==> src/rtl/sf_pkg.sv <==
// -----------------------------------------------------------------------------
// sf_pkg
// Shared types and constants for the smoothing-filter UART transmitter.
//   sf_tx_state_t       : transmitter FSM state encoding
//   SF_SAMPLE_W         : width of one filtered sample (two UART bytes)
//   SF_BAUD_DIV_DEFAULT : clocks per UART bit (100 MHz / 115200)
//   sf_even_parity()    : even-parity bit of one byte
// -----------------------------------------------------------------------------
package sf_pkg;

    localparam int SF_SAMPLE_W         = 16;
    localparam int SF_BAUD_DIV_DEFAULT = 868;

    typedef enum logic [2:0] {
        IDLE   = 3'd0,
        START  = 3'd1,
        DATA   = 3'd2,
        PARITY = 3'd3,
        STOP   = 3'd4
    } sf_tx_state_t;

    // Even parity: the extra bit makes the total count of ones even.
    function automatic logic sf_even_parity(input logic [7:0] b);
        return ^b;
    endfunction

endpackage : sf_pkg

==> src/rtl/sf_tx_fifo.sv <==
// -----------------------------------------------------------------------------
// sf_tx_fifo
// Synchronous FIFO buffering samples ahead of the UART serialiser.
// First-word fall-through: rdata always shows the oldest stored word, so the
// consumer can latch it on the same edge it pops.
//   clk   : system clock, rising edge
//   rst   : asynchronous, active-low reset (empties the FIFO)
//   push  : write wdata (ignored while full)
//   pop   : discard the oldest word (ignored while empty)
//   wdata : word to store
//   rdata : oldest stored word
//   full  : DEPTH words stored
//   empty : no words stored
// DEPTH must be a power of two >= 2 so the pointers wrap naturally.
// -----------------------------------------------------------------------------
module sf_tx_fifo #(
    parameter int DEPTH = 16,
    parameter int WIDTH = 16
) (
    input  logic             clk,
    input  logic             rst,
    input  logic             push,
    input  logic             pop,
    input  logic [WIDTH-1:0] wdata,
    output logic [WIDTH-1:0] rdata,
    output logic             full,
    output logic             empty
);

    localparam int AW = $clog2(DEPTH);

    logic [WIDTH-1:0] mem [DEPTH];

    logic [AW-1:0] wr_ptr_q, wr_ptr_d;
    logic [AW-1:0] rd_ptr_q, rd_ptr_d;
    logic [AW:0]   count_q,  count_d;

    logic do_push;
    logic do_pop;

    assign full    = (count_q == (AW+1)'(DEPTH));
    assign empty   = (count_q == '0);
    assign do_push = push && !full;
    assign do_pop  = pop && !empty;
    assign rdata   = mem[rd_ptr_q];

    always_comb begin
        wr_ptr_d = wr_ptr_q;
        rd_ptr_d = rd_ptr_q;
        if (do_push) begin
            wr_ptr_d = wr_ptr_q + AW'(1);
        end
        if (do_pop) begin
            rd_ptr_d = rd_ptr_q + AW'(1);
        end
        // Simultaneous push and pop leave the occupancy unchanged.
        count_d = count_q + (AW+1)'(do_push) - (AW+1)'(do_pop);
    end

    always_ff @(posedge clk or negedge rst) begin
        if (!rst) begin
            wr_ptr_q <= '0;
            rd_ptr_q <= '0;
            count_q  <= '0;
        end else begin
            wr_ptr_q <= wr_ptr_d;
            rd_ptr_q <= rd_ptr_d;
            count_q  <= count_d;
        end
    end

    // Storage carries no reset: contents are meaningless once the pointers clear.
    always_ff @(posedge clk) begin
        if (do_push) begin
            mem[wr_ptr_q] <= wdata;
        end
    end

endmodule : sf_tx_fifo

==> src/rtl/sf_uart_tx.sv <==
// -----------------------------------------------------------------------------
// sf_uart_tx
// Sends filtered samples off-chip over a UART line. Each 16-bit word from the
// valid/ready input is buffered in a FIFO and serialised as two frames, high
// byte first, LSB first within each byte, with no idle gap between frames
// while words are waiting.
//
// Build option: define SF_TX_PARITY_EN for 8E1 frames (11 bits, even parity);
// leave it undefined for 8N1 frames (10 bits).
//
// Ports
//   clk      : system clock, rising edge
//   rst      : asynchronous, active-low reset
//   s_valid  : s_data holds a sample to send
//   s_ready  : a word can be accepted this cycle
//   s_data   : filtered sample
//   tx       : UART line, idle high, registered
//   busy     : frame in progress or FIFO non-empty
//   tx_count : words fully transmitted, wraps modulo 2^32
// -----------------------------------------------------------------------------
module sf_uart_tx
    import sf_pkg::*;
#(
    parameter int CLKS_PER_BIT = SF_BAUD_DIV_DEFAULT,
    parameter int FIFO_DEPTH   = 16,
    parameter int DATA_W       = SF_SAMPLE_W
) (
    input  logic              clk,
    input  logic              rst,
    input  logic              s_valid,
    output logic              s_ready,
    input  logic [DATA_W-1:0] s_data,
    output logic              tx,
    output logic              busy,
    output logic [31:0]       tx_count
);

    localparam int                CNT_W      = $clog2(CLKS_PER_BIT);
    localparam logic [CNT_W-1:0]  BIT_RELOAD = CNT_W'(CLKS_PER_BIT - 1);

    sf_tx_state_t      state_q, state_d;
    logic [CNT_W-1:0]  cnt_q, cnt_d;
    logic [2:0]        bit_idx_q, bit_idx_d;
    logic              byte_hi_q, byte_hi_d;
    logic [DATA_W-1:0] word_q, word_d;
    logic              tx_q, tx_d;
    logic [31:0]       tx_count_q, tx_count_d;
    logic              rdy_en_q, rdy_en_d;

    logic              fifo_push;
    logic              fifo_pop;
    logic [DATA_W-1:0] fifo_rdata;
    logic              fifo_full;
    logic              fifo_empty;

    logic              bit_done;
    logic [7:0]        cur_byte;

    // ------------------------------------------------------------------
    // Input buffer
    // ------------------------------------------------------------------
    sf_tx_fifo #(
        .DEPTH (FIFO_DEPTH),
        .WIDTH (DATA_W)
    ) u_fifo (
        .clk   (clk),
        .rst   (rst),
        .push  (fifo_push),
        .pop   (fifo_pop),
        .wdata (s_data),
        .rdata (fifo_rdata),
        .full  (fifo_full),
        .empty (fifo_empty)
    );

    // rdy_en_q holds s_ready low during reset and for no longer than the
    // first edge after release.
    assign rdy_en_d  = 1'b1;
    assign s_ready   = rdy_en_q && !fifo_full;
    assign fifo_push = s_valid && s_ready;

    assign bit_done  = (cnt_q == '0);
    assign cur_byte  = byte_hi_q ? word_q[DATA_W-1 -: 8] : word_q[7:0];

    assign tx        = tx_q;
    assign tx_count  = tx_count_q;
    assign busy      = (state_q != IDLE) || !fifo_empty;

    // ------------------------------------------------------------------
    // State register
    // ------------------------------------------------------------------
    always_ff @(posedge clk or negedge rst) begin
        if (!rst) begin
            state_q    <= IDLE;
            cnt_q      <= '0;
            bit_idx_q  <= '0;
            byte_hi_q  <= 1'b1;
            word_q     <= '0;
            tx_q       <= 1'b1;
            tx_count_q <= '0;
            rdy_en_q   <= 1'b0;
        end else begin
            state_q    <= state_d;
            cnt_q      <= cnt_d;
            bit_idx_q  <= bit_idx_d;
            byte_hi_q  <= byte_hi_d;
            word_q     <= word_d;
            tx_q       <= tx_d;
            tx_count_q <= tx_count_d;
            rdy_en_q   <= rdy_en_d;
        end
    end

    // ------------------------------------------------------------------
    // Next-state and datapath
    // ------------------------------------------------------------------
    always_comb begin
        state_d    = state_q;
        cnt_d      = cnt_q;
        bit_idx_d  = bit_idx_q;
        byte_hi_d  = byte_hi_q;
        word_d     = word_q;
        tx_count_d = tx_count_q;

        case (state_q)
            IDLE: begin
                if (fifo_pop) begin
                    word_d    = fifo_rdata;
                    byte_hi_d = 1'b1;
                    cnt_d     = BIT_RELOAD;
                    state_d   = START;
                end
            end

            START: begin
                if (bit_done) begin
                    cnt_d     = BIT_RELOAD;
                    bit_idx_d = 3'd0;
                    state_d   = DATA;
                end else begin
                    cnt_d = cnt_q - CNT_W'(1);
                end
            end

            DATA: begin
                if (bit_done) begin
                    cnt_d = BIT_RELOAD;
                    if (bit_idx_q == 3'd7) begin
`ifdef SF_TX_PARITY_EN
                        state_d = PARITY;
`else
                        state_d = STOP;
`endif
                    end else begin
                        bit_idx_d = bit_idx_q + 3'd1;
                    end
                end else begin
                    cnt_d = cnt_q - CNT_W'(1);
                end
            end

`ifdef SF_TX_PARITY_EN
            PARITY: begin
                if (bit_done) begin
                    cnt_d   = BIT_RELOAD;
                    state_d = STOP;
                end else begin
                    cnt_d = cnt_q - CNT_W'(1);
                end
            end
`endif

            STOP: begin
                if (bit_done) begin
                    cnt_d = BIT_RELOAD;
                    if (byte_hi_q) begin
                        byte_hi_d = 1'b0;
                        state_d   = START;
                    end else begin
                        tx_count_d = tx_count_q + 32'd1;
                        // Chain straight into the next word to avoid an idle gap.
                        if (fifo_pop) begin
                            word_d    = fifo_rdata;
                            byte_hi_d = 1'b1;
                            state_d   = START;
                        end else begin
                            state_d = IDLE;
                        end
                    end
                end else begin
                    cnt_d = cnt_q - CNT_W'(1);
                end
            end

            default: begin
                state_d = IDLE;
            end
        endcase
    end

    // ------------------------------------------------------------------
    // Outputs: line level (registered next edge) and FIFO pop strobe
    // ------------------------------------------------------------------
    always_comb begin
        tx_d     = 1'b1;
        fifo_pop = 1'b0;

        case (state_q)
            IDLE: begin
                fifo_pop = !fifo_empty;
            end
            START: begin
                tx_d = 1'b0;
            end
            DATA: begin
                tx_d = cur_byte[bit_idx_q];
            end
`ifdef SF_TX_PARITY_EN
            PARITY: begin
                tx_d = sf_even_parity(cur_byte);
            end
`endif
            STOP: begin
                fifo_pop = bit_done && !byte_hi_q && !fifo_empty;
            end
            default: begin
                tx_d = 1'b1;
            end
        endcase
    end

endmodule : sf_uart_tx

==> config.mk <==
export PLATFORM = sky130hd
export DESIGN_NAME = sf_uart_tx
export DESIGN_NICKNAME = d
export VERILOG_FILES = /design/src/rtl/sf_pkg.sv /design/src/rtl/sf_tx_fifo.sv /design/src/rtl/sf_uart_tx.sv
export SDC_FILE = /design/constraint.sdc
export NUM_CORES = 1
export LEC_CHECK = 0
export CAP_MARGIN = 20
export CORE_MARGIN = 4
export CORE_UTILIZATION = 60
export DETAILED_ROUTE_END_ITERATION = 6
export GPL_TIMING_DRIVEN = 0
export PLACE_DENSITY = 0.77
export SETUP_SLACK_MARGIN = 0.5
export SLEW_MARGIN = 25
export SYNTH_ARGS = -nofsm -noshare
export SYNTH_HDL_FRONTEND = slang
export SYNTH_SLANG_ARGS = --single-unit
==> constraint.sdc <==
create_clock -name clk -period 4.4 [get_ports clk]
set_clock_uncertainty 0.05 [all_clocks]
set_input_delay 1.1 -clock clk [delete_from_list [all_inputs] [get_ports clk]]
set_output_delay 1.1 -clock clk [all_outputs]
set_load 0.02 [all_outputs]
# Word level (Yosys, flattened, before mapping)
# Memory sizes are Yosys's and may differ from the RTL's.
# Cells that the tools add are included.
[op_classes] addsub=7 n_lt_le_gt_ge=1 muxes=31 mul=0 div_mod_pow=0 bitwise=1 shift=0 n_eq_ne=12 n_reduce_logical=24
[op_table] cell="$mux 16" n=3
[op_table] cell="$add 32x1->32 const B" n=1
[op_table] cell="$pmux 16 s2" n=1
[op_table] cell="$mux 3" n=8
[op_table] cell="$mux 10" n=2
[op_table] cell="$pmux 10 s2" n=1
[op_table] cell="$ne 2x2->1 const B" n=6
[op_table] cell="$pmux 3 s4" n=1
[op_table] cell="$logic_not 10->1" n=1
[op_table] cell="$sub 10x1->10 const B" n=1
[op_table] cell="$mux 1" n=9
[op_table] cell="$reduce_and 3->1" n=3
[op_table] cell="$add 4x1->4 const B" n=2
[op_table] cell="$mux 8" n=1
[op_table] cell="$eq 3x3->1 const B" n=2
[op_table] cell="$logic_and 1x1->1" n=6
[op_table] cell="$pmux 1 s2" n=3
[op_table] cell="$pmux 3 s2" n=1
[op_table] cell="$reduce_bool 2->1" n=3
[op_table] cell="$add 5x1->5" n=1
[op_table] cell="$eq 5x5->1 const B" n=1
[op_table] cell="$logic_not 5->1" n=1
[op_table] cell="$reduce_and 5->1" n=1
[op_table] cell="$sub 5x1->5" n=1
[op_table] cell="other kinds (14)" n=16
[totals] mem_bits_rw=256 input_bits=19 latch_bits=0 romBits=0 regBits=80 n_memories=1
[mem_list] name="u_fifo.mem" depth=16 width=16 read_ports=1 rd_clocked_by_memory_dff=0 wr=1 line_no="sf_tx_fifo.sv:32" text="logic [WIDTH-1:0] mem [DEPTH];"

# Depth between registers and ports, before layout
[logic_depth] ltp_word=8 ltp_mapped=17 ltp_nobuf=16

# Hierarchy
# A second synthesis with hierarchy kept.
[unflattened] hier_cells=851 area_unflattened_um2=14259.9
[modules_own_cells] module="sf_tx_fifo" instances=1 area_each_um2=10911.7 cells_per_inst=549 seq_area_each_um2=8012.7
[modules_own_cells] module="sf_uart_tx" instances=1 area_each_um2=3348.2 cells_per_inst=302 seq_area_each_um2=1679.1

# Worst setup path after synthesis
# Ideal clock, no wire load.
[synth_timing] path_type="register -> register" start="register cnt_q[0]" end="register u_fifo.count_q[4]" stages_incl_launch_ff=18 setup_time_ps=125 setup_slack_ps=1024 arrival_time_ps=3200 cell_sequence="dfrtp_1 > inv_1 > ha_1 > or4b_2 > o41ai_1 > nand2_1 > clkbuf_1 > inv_1 > ha_1 > inv_1 > ha_1 > inv_1 > fa_1 > inv_1 > a21oi_1 > nor2_1 > nor2_1 > xnor2_1"
[synth_between] elab_chain_len=6
[synth_lines] item="from (decl)" line_no="sf_uart_tx.sv:42" text="logic [CNT_W-1:0] cnt_q, cnt_d;"
[synth_lines] item="from (signal assigned)" line_no="sf_uart_tx.sv:104" text="cnt_q <= cnt_d;"
[synth_lines] item="$logic_not 10->1" line_no="sf_uart_tx.sv:82" text="assign bit_done = (cnt_q == '0);"
[synth_lines] item="$logic_and 1x1->1 (2 in series)" line_no="sf_uart_tx.sv:224" text="fifo_pop = bit_done && !byte_hi_q && !fifo_empty;"
[synth_lines] item="$pmux 1 s2" line_no="sf_uart_tx.sv:208" text="case (state_q)"
[synth_lines] item="$logic_and 1x1->1" line_no="sf_tx_fifo.sv:44" text="assign do_pop = pop && !empty;"
[synth_lines] item="net u_fifo.do_pop" line_no="sf_tx_fifo.sv:39" text="logic do_pop;"
[synth_lines] item="$sub 5x1->5" line_no="sf_tx_fifo.sv:57" text="count_d = count_q + (AW+1)'(do_push) - (AW+1)'(do_pop);"
[synth_lines] item="net u_fifo.count_d[4]" line_no="sf_tx_fifo.sv:36" text="logic [AW:0] count_q, count_d;"
[synth_lines] item="to (signal assigned)" line_no="sf_tx_fifo.sv:68" text="count_q <= count_d;"
[synth_lines] item="to (decl)" line_no="sf_tx_fifo.sv:36"
# The timed path passes the listed nets, and every way through them passes these cells.
# A chain may end at the register's enable or synchronous reset.

# Worst setup path in the final report
# Same ends and word-level chain as after synthesis.

==> impl_results.md <==
* H-tree depth at 2
* Most common cell after layout, fill and taps aside: edfxtp_1
* Largest net degree at the start of global routing at 59
* Via-to-Cell Ratio at 6.28
* Setup crit end kind: flip-flop
* Synth cell types at 51
* Congestion Overflow GR at 0
* Outcome: finished clean
* CTS tree: yes
* Unrepaired setup endpoints after global routing: false
* Hold_sp: word_q[13]$_DFFE_PN0P_
* Post-synthesis simple-gate area fraction at 6.10%
* Largest family of logic cells by synthesized area: multiplexers
* Total net switching power at 1540 uW
* Area used by multi-input combinational logic at 3660 um2
* Mapped Nets at 803
* Mapped Cells at 767
* Worst-Margin Slew at 882 ps
* CTS clock-pin slew for the worst setup and hold paths at 70 ps
* Slew Viols, Final at 0
* DRT Wirelength at 28,600 um
* Share of layout cells above drive strength 1 at 20.0%
* CTS Hold Bufs at 0
* Buffer levels on the longest clock path at 3
* Die ar. at 25,000 um2
* Layout Nets at 914
* Filler instances at 1,320
* First-pass GRT wire length at 44,300 um
* Post-synth EDFFs at 256
* Compound-gate portion of the synthesized area at 3.94%
* Final min period at 3670 ps
* Commonest non-fill, non-tap cells in the layout: edfxtp_1, dfrtp_1, mux4_2
* Final Hold Vio Count at 0
* DP Wirelength at 18,500 um
* Peak fanout along the critical path at 10
* Slew HR at 41.2%
* Seq pwr share at 53.3%
* Comb pwr share at 7.9%
* Initial Util at 61.5%
* Setup-failing EPs final at 0
* RR Startpoint: cnt_q[0]$_DFFE_PN0P_
* Vias at 7,434
* CP Data Arrival Time at 4000 ps
* Adder-cell share of the synthesized area at 1.70%
* Post-route ant nets at 0
* Int Power at 5320 uW
* Max cap viols at 0
* Ports at 54
* Seq/Total Area, Yosys at 71.7%
* Total placed cells including tap cells at 1,122
* LEAKAGE at 0.00556 uW
* Worst IR drop on VDD at 314 uV
* Required @ worst endpoint at 4730 ps
* Fin util at 71.6%
* DRT iter0 DRCs at 778
* Main synth FF type: edfxtp_1
* # DRC at 0
* YS warnings at 0
* Worst skew pair latency at 510 ps
* Area growth syn-to-layout at 16.4%
* Post-Syn Area per Cell at 17.6 um2
* Routed wire per std cell at 24.1 um
* Die W at 158 um
* Gr usage total at 23.8%
* FP Rows at 54
* Non-Filler Instances at 1,183
* Period utilization at 83.3%
* Gpl congestion at 0.778
* Critical Path Source: cnt_q[0]$_DFFE_PN0P_
* CTS Buf Count at 34
* CTS Sinks at 336
* Initial antenna violation count at 0
* Vias in the first global route at 7,716
* Seq. cell area at 9690 um2
* Switch share at 22.4%
* Async SR Flop Fraction at 23.8%
* Mux cell area share after synthesis at 11.7%
* Buffers on Ports at 53
* Setup CP Type: flip-flop to flip-flop
* Mapped cell area at 13,500 um2
* Die Ht at 158 um
* Antenna diodes at 0
* Core ar. at 22,000 um2
* XOR/XNOR Fraction of Synth Area at 3.11%
* CP Launch Type: flip-flop
* Peak Freq at 273 MHz
* Number of synthesized register bits at 336
* Worst min path class: flip-flop to flip-flop
* Root cell of the clock tree: clkbuf_16
* PD cells at 436 nW/um2
* DRT Pass-1 Iters at 5
* Clock Power Share at 38.8%
==> state kept, by name, indices dropped and copies added, names as in the netlist, 3 cells and up <==
name and cells:
word_q 16, state_q 3, tx_count 32, cnt_q 10, u_fifo.mem 256, u_fifo.wr_ptr_q 4, u_fifo.rd_ptr_q 4, bit_idx_q 3
u_fifo.count_q 5
==> critical path: stages, from the launching register on <==
cell and delay, ps:
dfrtp_1 370, inv_1 110, ha_1 150, or4b_2 680, o41ai_4 290, nand2_2 180, buf_2 250, inv_1 110
ha_1 240, inv_1 50, ha_1 150, inv_1 50, fa_1 410, inv_1 90, a21oi_1 60, nor2_1 100
nor2_1 60, xnor2_1 120
==> logic make-up after synthesis <==
| group | count (synthesis) |
|---|---|
| compound gates | 75 |
| xor+xnor | 48 |
| fa+ha+maj | 18 |
| buf+inv | 55 |
| flops | 336 |
| mux | 71 |
| other cells | 1 |
| simple gates | 163 |
==> cells in the mapped netlist, drive strengths merged (17+ instances only) <==
cell type / number / share of area [%]
a22o: 18 / 1.2
buf: 17 / 0.64
clkbuf: 19 / 0.53
dfrtp: 78 / 14
edfxtp: 256 / 57
inv: 19 / 0.53
mux4: 69 / 12
nand2: 37 / 1.0
nand3: 24 / 0.89
nor2: 40 / 1.1
nor3: 17 / 0.67
o21ai: 23 / 0.85
xnor2: 33 / 2.1
==> worst paths after layout <==
| check | cells after the start | slack (ps) | end |
|---|---|---|---|
| max reg2reg | 17 | 730 | u_fifo.count_q[4]$_DFF_PN0_ |
| max in group asynchronous | 2 | 3220 | byte_hi_q$_DFFE_PN1P_ |
| min in group asynchronous | 1 | 440 | u_fifo.count_q[3]$_DFF_PN0_ |
| max | 17 | 730 | u_fifo.count_q[4]$_DFF_PN0_ |
| min | 2 | 420 | word_q[13]$_DFFE_PN0P_ |
| min reg2reg | 2 | 420 | word_q[13]$_DFFE_PN0P_ |
==> layout make-up <==
cell class | instances | area share [%]
flip-flops and latches | 336 | 61.6
multi-input cells | 376 | 23.3
clock buffers | 44 | 5.79
repair buffers | 75 | 4.92
well taps | 280 | 2.23
plain buffers | 36 | 1.01
clock inverters | 17 | 0.653
inverters | 19 | 0.454
==> metal layers <==
| metal | GRT usage (%) | vias to the layer above | routed length [um] |
|---|---|---|---|
| li1 | - | 3226 | - |
| met4 | 6.74 | 0 | 772 |
| met3 | 4.89 | 58 | 2060 |
| met2 | 40.3 | 311 | 14500 |
| met5 | 0 | - | 0 |
| met1 | 31.9 | 3839 | 11200 |
==> per-stage QoR <==
stage | setup WS, ps | TNS, ps | total power (uW) | hold WS [ps] | instance area (um2)
4_1_cts | 540 | 0 | 6900 | 429 | 15700
2_1_floorplan | 1020 | 0 | 4010 | 395 | 13500
6_report | 734 | 0 | 6850 | 424 | 15700
3_5_place_dp | 363 | 0 | 4250 | 414 | 14700
5_1_grt | 513 | 0 | 7110 | 447 | 15700
3_3_place_gp | -375 | -46460 | 4150 | 409 | 14400
==> what timing repair did <==
action                     CTS  global route
buffers inserted             0             0
cloned                       0             0
setup endpoints to repair    1             1
gates resized for setup      2             4
==> power by group through the flow <==
| stage | Clock (uW) | Sequential [uW] | Combinational [uW] |
|---|---|---|---|
| global route | 2850 | 3660 | 595 |
| finish | 2660 | 3650 | 544 |
| global placement | 0 | 3700 | 444 |
| detailed placement | 0 | 3710 | 538 |
| floorplan | 0 | 3690 | 312 |
| CTS | 2700 | 3650 | 549 |
Note: power is estimated with default switching activity, not from simulation.
